===== config.mk =====
export PLATFORM = sky130hd
export DESIGN_NAME = vga_fill_master
export DESIGN_NICKNAME = d
export VERILOG_FILES = /design/src/rtl/vga_fill_master.sv
export SDC_FILE = /design/constraint.sdc
export NUM_CORES = 1
export LEC_CHECK = 0
export CAP_MARGIN = 20
export CORE_MARGIN = 1
export CORE_UTILIZATION = 28
export CTS_CLUSTER_SIZE = 28
export DETAILED_ROUTE_END_ITERATION = 8
export SLEW_MARGIN = 20
export SYNTH_ARGS = -nofsm -noshare
export SYNTH_HDL_FRONTEND = slang
export SYNTH_SLANG_ARGS = --single-unit

===== constraint.sdc =====
create_clock -name clk -period 3.6 [get_ports clk]
set_input_delay 1.08 -clock clk [delete_from_list [all_inputs] [get_ports clk]]
set_output_delay 1.08 -clock clk [all_outputs]
set_load 0.01 [all_outputs]

===== src/rtl/vga_fill_master.sv =====
// Avalon-MM master that fills a clipped rectangle of the frame
// with one colour, one single-beat pixel write per pixel.
module vga_fill_master #(
  parameter int          SCREEN_W   = 160,
  parameter int          SCREEN_H   = 120,
  parameter logic [3:0]  PIXEL_ADDR = 4'd0
) (
  input  logic        clk,
  input  logic        reset,
  input  logic        start,
  input  logic [7:0]  rect_x,
  input  logic [6:0]  rect_y,
  input  logic [8:0]  rect_w,
  input  logic [7:0]  rect_h,
  input  logic [7:0]  colour,
  output logic        busy,
  output logic        done,
  output logic [3:0]  m_address,
  output logic        m_write,
  output logic [31:0] m_writedata,
  input  logic        m_waitrequest
);

  typedef enum logic [1:0] {
    S_IDLE,
    S_WRITE,
    S_DONE
  } state_t;

  localparam logic [9:0] SW = 10'(SCREEN_W);
  localparam logic [8:0] SH = 9'(SCREEN_H);

  state_t      state_q, state_d;
  logic [7:0]  x0_q, x0_d;
  logic [7:0]  cx_q, cx_d;
  logic [6:0]  cy_q, cy_d;
  logic [9:0]  xend_q, xend_d;
  logic [8:0]  yend_q, yend_d;
  logic [7:0]  col_q, col_d;
  logic        busy_q, busy_d;
  logic        done_q, done_d;
  logic        wr_q, wr_d;
  logic [3:0]  addr_q, addr_d;
  logic [31:0] data_q, data_d;

  logic [9:0] xsum, xend_in, cx_nx;
  logic [8:0] ysum, yend_in, cy_nx;
  logic       empty;

  function automatic logic [31:0] pack(
    input logic [7:0] x,
    input logic [6:0] y,
    input logic [7:0] c
  );
    return {1'b0, y, x, 8'h00, c};
  endfunction

  // Clipping uses widened sums so x+w and y+h never wrap
  always_comb begin
    xsum    = {2'b00, rect_x} + {1'b0, rect_w};
    ysum    = {2'b00, rect_y} + {1'b0, rect_h};
    xend_in = (xsum < SW) ? xsum : SW;
    yend_in = (ysum < SH) ? ysum : SH;
    empty   = (rect_w == 9'd0) || (rect_h == 8'd0) ||
              ({2'b00, rect_x} >= SW) ||
              ({2'b00, rect_y} >= SH);
    cx_nx   = {2'b00, cx_q} + 10'd1;
    cy_nx   = {2'b00, cy_q} + 9'd1;
  end

  always_comb begin
    state_d = state_q;
    x0_d    = x0_q;
    cx_d    = cx_q;
    cy_d    = cy_q;
    xend_d  = xend_q;
    yend_d  = yend_q;
    col_d   = col_q;
    busy_d  = busy_q;
    done_d  = 1'b0;
    wr_d    = wr_q;
    addr_d  = addr_q;
    data_d  = data_q;
    unique case (state_q)
      S_IDLE: begin
        busy_d = 1'b0;
        if (start) begin
          x0_d   = rect_x;
          cx_d   = rect_x;
          cy_d   = rect_y;
          xend_d = xend_in;
          yend_d = yend_in;
          col_d  = colour;
          busy_d = 1'b1;
          if (empty) begin
            state_d = S_DONE;
            done_d  = 1'b1;
          end else begin
            state_d = S_WRITE;
            wr_d    = 1'b1;
            addr_d  = PIXEL_ADDR;
            data_d  = pack(rect_x, rect_y, colour);
          end
        end
      end
      S_WRITE: begin
        if (!m_waitrequest) begin
          if (cx_nx < xend_q) begin
            cx_d   = cx_nx[7:0];
            data_d = pack(cx_nx[7:0], cy_q, col_q);
          end else if (cy_nx < yend_q) begin
            cx_d   = x0_q;
            cy_d   = cy_nx[6:0];
            data_d = pack(x0_q, cy_nx[6:0], col_q);
          end else begin
            state_d = S_DONE;
            wr_d    = 1'b0;
            done_d  = 1'b1;
          end
        end
      end
      S_DONE: begin
        state_d = S_IDLE;
        busy_d  = 1'b0;
      end
      default: begin
        state_d = S_IDLE;
        busy_d  = 1'b0;
        wr_d    = 1'b0;
      end
    endcase
  end

  always_ff @(posedge clk) begin
    if (reset) begin
      state_q <= S_IDLE;
      x0_q    <= '0;
      cx_q    <= '0;
      cy_q    <= '0;
      xend_q  <= '0;
      yend_q  <= '0;
      col_q   <= '0;
      busy_q  <= 1'b0;
      done_q  <= 1'b0;
      wr_q    <= 1'b0;
      addr_q  <= '0;
      data_q  <= '0;
    end else begin
      state_q <= state_d;
      x0_q    <= x0_d;
      cx_q    <= cx_d;
      cy_q    <= cy_d;
      xend_q  <= xend_d;
      yend_q  <= yend_d;
      col_q   <= col_d;
      busy_q  <= busy_d;
      done_q  <= done_d;
      wr_q    <= wr_d;
      addr_q  <= addr_d;
      data_q  <= data_d;
    end
  end

  assign busy        = busy_q;
  assign done        = done_q;
  assign m_write     = wr_q;
  assign m_address   = addr_q;
  assign m_writedata = data_q;

endmodule


==> results of run 1 <==
## cell families (layout without fill, tap and decap cells)
logic type | count (synthesis) | after routing | synth area share (%)
AO/OA/AOI/OAI | 179 | 179 | 26.9
XOR/XNOR | 21 | 21 | 3.83
adder cells (fa/ha/maj) | 34 | 34 | 9.16
buffers and inverters | 73 | 130 | 7.39
flip-flops | 78 | 78 | 32.5
multiplexers | 4 | 4 | 0.833
other | 1 | 13 | 0.0780
AND/OR/NAND/NOR | 198 | 198 | 19.3
## power groups by stage
stage	logic, mW	registers (mW)	clock network (mW)
after global routing	1.09	1.03	0.953
after detailed placement	0.974	1.04	0
after global placement	0.973	1.04	0
final	0.977	1.02	0.900
after CTS	0.979	1.02	0.917
after floorplan	0.657	1.04	0
## critical path, stage by stage
cell,delay (ns)
clkdlybuf4s50_1,0.51
ha_1,0.18
inv_1,0.05
fa_1,0.38
nand2b_1,0.18
a21oi_1,0.21
a31o_2,0.21
o2111a_1,0.19
o22ai_1,0.15
o41ai_1,0.34
## final timing paths
check             cells past startpoint              end       from  slack [ns]
setup / recovery                     10        xend_q[2]  rect_x[0]        0.32
hold / removal                        2        xend_q[8]  xend_q[8]        0.45
setup reg to reg                     12  m_writedata[23]    cy_q[1]        0.33
hold reg to reg                       2        xend_q[8]  xend_q[8]        0.45
## through the flow
stage               util, %  setup slack (ns)  cell area (sq um)
finish                 35.9             0.324               5990
global route           35.9            0.0789               5990
CTS                    35.9             0.303               5990
detailed placement     34.1           -0.0302               5700
global placement       34.1            0.0836               5700
floorplan                 -             0.711               4850
## cell usage in the layout, fill, tap and decap left out, types with 3 or more instances in the layout
cell and instances:
dfxtp_1 78, nand2_1 74, clkdlybuf4s50_1 68, a21oi_1 51
nor2_1 43, o21ai_0 32, ha_1 32, inv_1 27
nand3_1 20, nor3_1 16, buf_4 15, xnor2_1 13
conb_1 13, a21o_1 10, and3_1 9, o211ai_1 9
clkbuf_16 9, xor2_1 8, a211oi_1 8, or4_1 6
a311oi_2 6, nand2b_1 5, a2bb2oi_1 5, o41ai_1 5
and2_1 4, a311oi_1 4, or3_1 4, o31ai_1 4
mux2i_1 4, a221oi_1 4, nand4_1 3, o21a_1 3
a21oi_2 3, o31a_1 3, a31oi_1 3, clkinvlp_4 3
## per-layer routing
layer | vias up | share of wire [%] | wire length, um | track usage, %
met1 | 1977 | 53 | 6840 | 22.3
met2 | 126 | 41 | 5250 | 21.9
met5 | - | 0 | 0 | 0
li1 | 2226 | - | - | -
met4 | 0 | 0.84 | 109 | 3.07
met3 | 9 | 5.8 | 757 | 3.52
## layout make-up
cell class              instances  area share (%)
clock inverters                 6            1.04
flip-flops and latches         78            26.0
well taps                     220            4.59
repair buffers                 85            13.7
multi-input cells             449            49.0
inverters                      29            1.82
clock buffers                  10            3.82
## sequential cells by signal, indices dropped and copies added (netlist names)
register	count
xend_q	10
col_q	8
done	1
m_write	1
m_writedata	23
cx_q	8
state_q	2
busy	1
cy_q	7
yend_q	9
x0_q	8
## cell usage after synthesis (3+ instances only)
library cell / number / area share, %
nand4_1: 3 / 0.39
or4_1: 6 / 0.94
o31ai_1: 4 / 0.62
and3_1: 9 / 1.2
ha_1: 32 / 8.3
buf_2: 5 / 0.52
a21o_1: 10 / 1.6
clkbuf_1: 22 / 1.7
o21ai_0: 32 / 3.3
inv_1: 27 / 2.1
o211ai_1: 9 / 1.4
xnor2_1: 13 / 2.4
and2_1: 4 / 0.52
a31oi_1: 3 / 0.39
nand2b_1: 5 / 0.65
buf_4: 14 / 2.2
nand3_1: 20 / 2.1
dfxtp_1: 78 / 32
o41ai_1: 5 / 0.91
a311oi_2: 6 / 1.9
a21oi_2: 3 / 0.55
nor3_1: 16 / 1.7
a211oi_1: 8 / 1.2
a221oi_1: 4 / 0.73
mux2i_1: 4 / 0.83
or3_1: 4 / 0.52
a2bb2oi_1: 5 / 0.91
xor2_1: 8 / 1.5
o21a_1: 3 / 0.47
nor2_1: 44 / 3.4
o31a_1: 3 / 0.55
a21oi_1: 51 / 5.3
buf_6: 3 / 0.70
nand2_1: 74 / 5.8
a311oi_1: 4 / 0.73
==> impl_metrics.ini, run 1 <==
[clock_tree]
ctsHoldBuffers = 0
htreeDepth = 3
clock-root-buffer = clkbuf_16
cts_buffers = 9
cts_resized = 0
numClockSinks = 78
post_cts_buffers = 0
cts_buffer_depth = 2
clock_latency_ns = 0.34
cts_tree = yes
clk_pin_slew_ns = 0.07

[yosys]
synth_cells = 588
synth_seq_area_share_pct = 32.5
yosys_warnings = 0
postSynthAreaPerCell_sq_um = 8.18
syn_area_sq_um = 4810
ys_async_sr_fraction_pct = 0
netlist-cell-type-count = 70
ys.flop_type = dfxtp_1
ys_ff_latch = 78
synth-edff-count = 0

[detailed_routing]
vias_per_cell = 4.95
drtPass1Iterations = 4
drc = 0
drt_iter0_markers = 268
wl_per_cell_um = 14.8
wl_um = 13000
num_vias = 4338
ant_nets = 0

[finish]
areaGrowthSynthToFinish_pct = 24.7
multi_input_area_sq_um = 2940
final-seq-area_sq_um = 1560
fin_cells = 877
nets = 730
nFillCells = 1749
drive_above_1_share_pct = 8.68
diodes = 0

[floorplanning]
num_io_pins = 83
die-area_sq_um = 17700
die_h_um = 133
die_x_um = 133
initial_core_util_pct = 28.8
fp-row-count = 47
core_region_area_sq_um = 16700

[grt]
grt_usage_pct = 15.1
gr-total-overflow = 0
grt_max_degree = 63
grt_pass1_vias = 4101
antenna_found_initial = 0
grt_pass1_wl_um = 21200

[timing]
setup_violations = 0
final.min_clock_period_ns = 3.28
fmax_mhz = 305
worst_hold_slack_ns = 0.453
grt_setup_unrepaired = no
final_max_slew_viol_count = 0
fin_crit_sh_pct = 91.0
tns_ns = 0
finalHoldViolCount = 0
clock_skew_ns = 0.00960
tightest_slew_ns = 0.728
max_slew_margin_pct = 51.5

[power_and_ir_drop]
p_per_area_nw_per_um2 = 484
power_frac_seq_pct = 35.2
combPwrFrac_pct = 33.7
switching_share_pct = 34.1
p_leak_nw = 2.33
power.internal_mw = 1.91
report.power.total_mw = 2.90
p_clk_share_pct = 31.0
switchingPower_mw = 0.990
irDropWorstVdd_uv = 264

[worst_setup_path]
crit_required_ns = 3.83
crit_type = input pin to flip-flop
cp_max_fo = 6
cp-end-kind = flip-flop
cp-start-kind = input pin
crit_arrival_ns = 3.50

[placed_design]
placed_cells = 861
portBuffers = 69
dp_hpwl_um = 9640
gp_congestion = 0.831

[run_status]
outcome = complete, no violations

[worst_hold_path]
hp-class = flip-flop to flip-flop

[flow_run]
drv_cap = 0
No activity file was read; power rests on OpenSTA's default activity.
==> run 2, diff against run 1 <==
CORE_ASPECT_RATIO = 1.2   (was not set)
==> impl_metrics.ini, run 2 (same netlist as run 1, synthesis figures left out) <==
[run_status]
outcome = complete, no violations

[finish]
layout_commonest_cell = dfxtp_1
diodes = 0
final_cell_mix = dfxtp_1 (78), nand2_1 (74), clkdlybuf4s50_1 (68), a21oi_1 (51), nor2_1 (44)
areaGrowthSynthToFinish_pct = 24.3
nets = 727
nFillCells = 1748
largest_reg_flops = 23
drive_above_1_share_pct = 8.26

[grt]
gr-total-overflow = 0
grt_usage_pct = 15.1
grt.busiest_layer = met2
antenna_found_initial = 0
grt_pass1_vias = 4120
grt_util_met2_pct = 22.7
grt_pass1_wl_um = 21200
grt_max_degree = 63
met1_usage_pct = 21.8
grt_use_met3_pct = 2.12

[timing]
max_slew_margin_pct = 37.6
grt_setup_unrepaired = no
clock_skew_ns = 0.0133
final_max_slew_viol_count = 0
fmax_mhz = 301
tightest_slew_ns = 0.936
tns_ns = 0
setup_violations = 0
setup_ws_ns = 0.275
final.min_clock_period_ns = 3.33
finalHoldViolCount = 0
worst_hold_slack_ns = 0.454
fin_crit_sh_pct = 92.4

[worst_setup_path]
path_buf_inv = 0
crit_arrival_ns = 3.58
r2r_slack_ns = 0.27
r2r_start = cy_q[0]
cp-start-kind = flip-flop
reg2reg_to = cy_q[2]
crit_required_ns = 3.86
slowest_delay_ns = 0.53
crit_family = compound AO/OA/AOI/OAI gates
crit_slowest_cell = or4_1
path_cells = ha_1 > and3_1 > and3_1 > xor2_1 > ha_1 > a21o_1 > a21oi_1 > a2bb2oi_2 > a21oi_2 > or4_1 > a21oi_1
cp-end-kind = flip-flop
reg2regPathDepth = 11
crit_type = flip-flop to flip-flop
cp_max_fo = 10

[worst_hold_path]
holdPathStages = 2
hp-class = flip-flop to flip-flop
hp-start = col_q[4]
min_to = col_q[4]

[power_and_ir_drop]
switchingPower_mw = 1.01
p_clk_share_pct = 32.3
irDropWorstVdd_uv = 300
combPwrFrac_pct = 32.7
report.power.total_mw = 2.92
switching_share_pct = 34.6
power.internal_mw = 1.91
power_frac_seq_pct = 35.0
p_per_area_nw_per_um2 = 489
p_leak_nw = 2.33

[placed_design]
dp_hpwl_um = 9550
portBuffers = 69
pre_cts_ws_ns = 0.00933
gp_congestion = 0.805

[clock_tree]
ctsHoldBuffers = 0
cts_buffers = 9
post_cts_buffers = 0
clock-root-buffer = clkbuf_16
htreeDepth = 3
cts_tree = yes
clk_pin_slew_ns = 0.06
cts_resized = 0
clock_latency_ns = 0.35
numClockSinks = 78
cts_buffer_depth = 2

[floorplanning]
fp-row-count = 52
die-area_sq_um = 17700
die_x_um = 122
core_region_area_sq_um = 16900
initial_core_util_pct = 28.5
num_io_pins = 83
die_h_um = 146

[detailed_routing]
drc = 0
wl_per_cell_um = 14.7
wl_um = 12800
drtPass1Iterations = 5
vias_per_cell = 4.93
num_vias = 4289
ant_nets = 0
drt_iter0_markers = 212

[flow_run]
drv_cap = 0
run 2: cell count changes in the layout (fill, tap and decap cells not counted):
cell | previous run | this run
nor2_1 | 43 | 44
clkinvlp_4 | 3 | 1
nor2_2 | 2 | 1
clkinv_2 | 2 | 1
buf_4 | 15 | 12
inv_6 | 0 | 4
clkbuf_1 | 1 | 0
run 2: layer usage:
| layer | vias to the layer above | routed length [um] |
|---|---|---|
| li1 | 2226 | - |
| met1 | 1959 | 6590 |
| met2 | 90 | 5500 |
| met3 | 14 | 506 |
| met4 | 0 | 191 |
| met5 | - | 0 |
run 2: how the worst max path moves through the flow:
stage,depth (start not counted),to,slack (ns),start
finish,11,cy_q[2],0.27,cy_q[0]
global route,11,cy_q[2],0.07,cy_q[0]
CTS,11,cy_q[2],0.28,cy_q[0]
detailed placement,10,xend_q[3],0.009,rect_x[0]
global placement,10,xend_q[4],0.08,rect_x[0]
floorplan,12,m_writedata[24],0.71,cy_q[0]
run 2: stage by stage:
| step | util [%] | cells | area (sq um) |
|---|---|---|---|
| after detailed placement | 33.7 | 854 | 5670 |
| after global placement | 33.7 | 854 | 5670 |
| final | 35.5 | 870 | 5980 |
| after global routing | 35.5 | 870 | 5980 |
| after floorplan | - | 600 | 4850 |
| after CTS | 35.5 | 870 | 5980 |
run 2: final cells by class:
cell class / instances / area (sq um) / area share, %
Sequential cell: 78 / 1560 / 26.1
Clock inverter: 7 / 77.6 / 1.30
Multi-Input combinational cell: 449 / 2940 / 49.1
Timing Repair Buffer: 82 / 796 / 13.3
Inverter: 29 / 109 / 1.82
Tap cell: 216 / 270 / 4.52
Clock buffer: 9 / 225 / 3.77
run 2: worst register-to-register path: stages, from the launching register on:
cell and delay, ns:
dfxtp_1 0.45, ha_1 0.28, and3_1 0.19, and3_1 0.25
xor2_1 0.20, ha_1 0.27, a21o_1 0.18, a21oi_1 0.26
a2bb2oi_2 0.28, a21oi_2 0.18, or4_1 0.53, a21oi_1 0.16
run 2: power groups by stage:
stage | logic (mW) | registers [mW] | clock network [mW]
2_1_floorplan | 0.657 | 1.04 | 0
5_1_grt | 1.06 | 1.04 | 1.00
3_3_place_gp | 0.953 | 1.04 | 0
4_1_cts | 0.961 | 1.02 | 0.961
3_5_place_dp | 0.957 | 1.04 | 0
6_report | 0.955 | 1.02 | 0.942
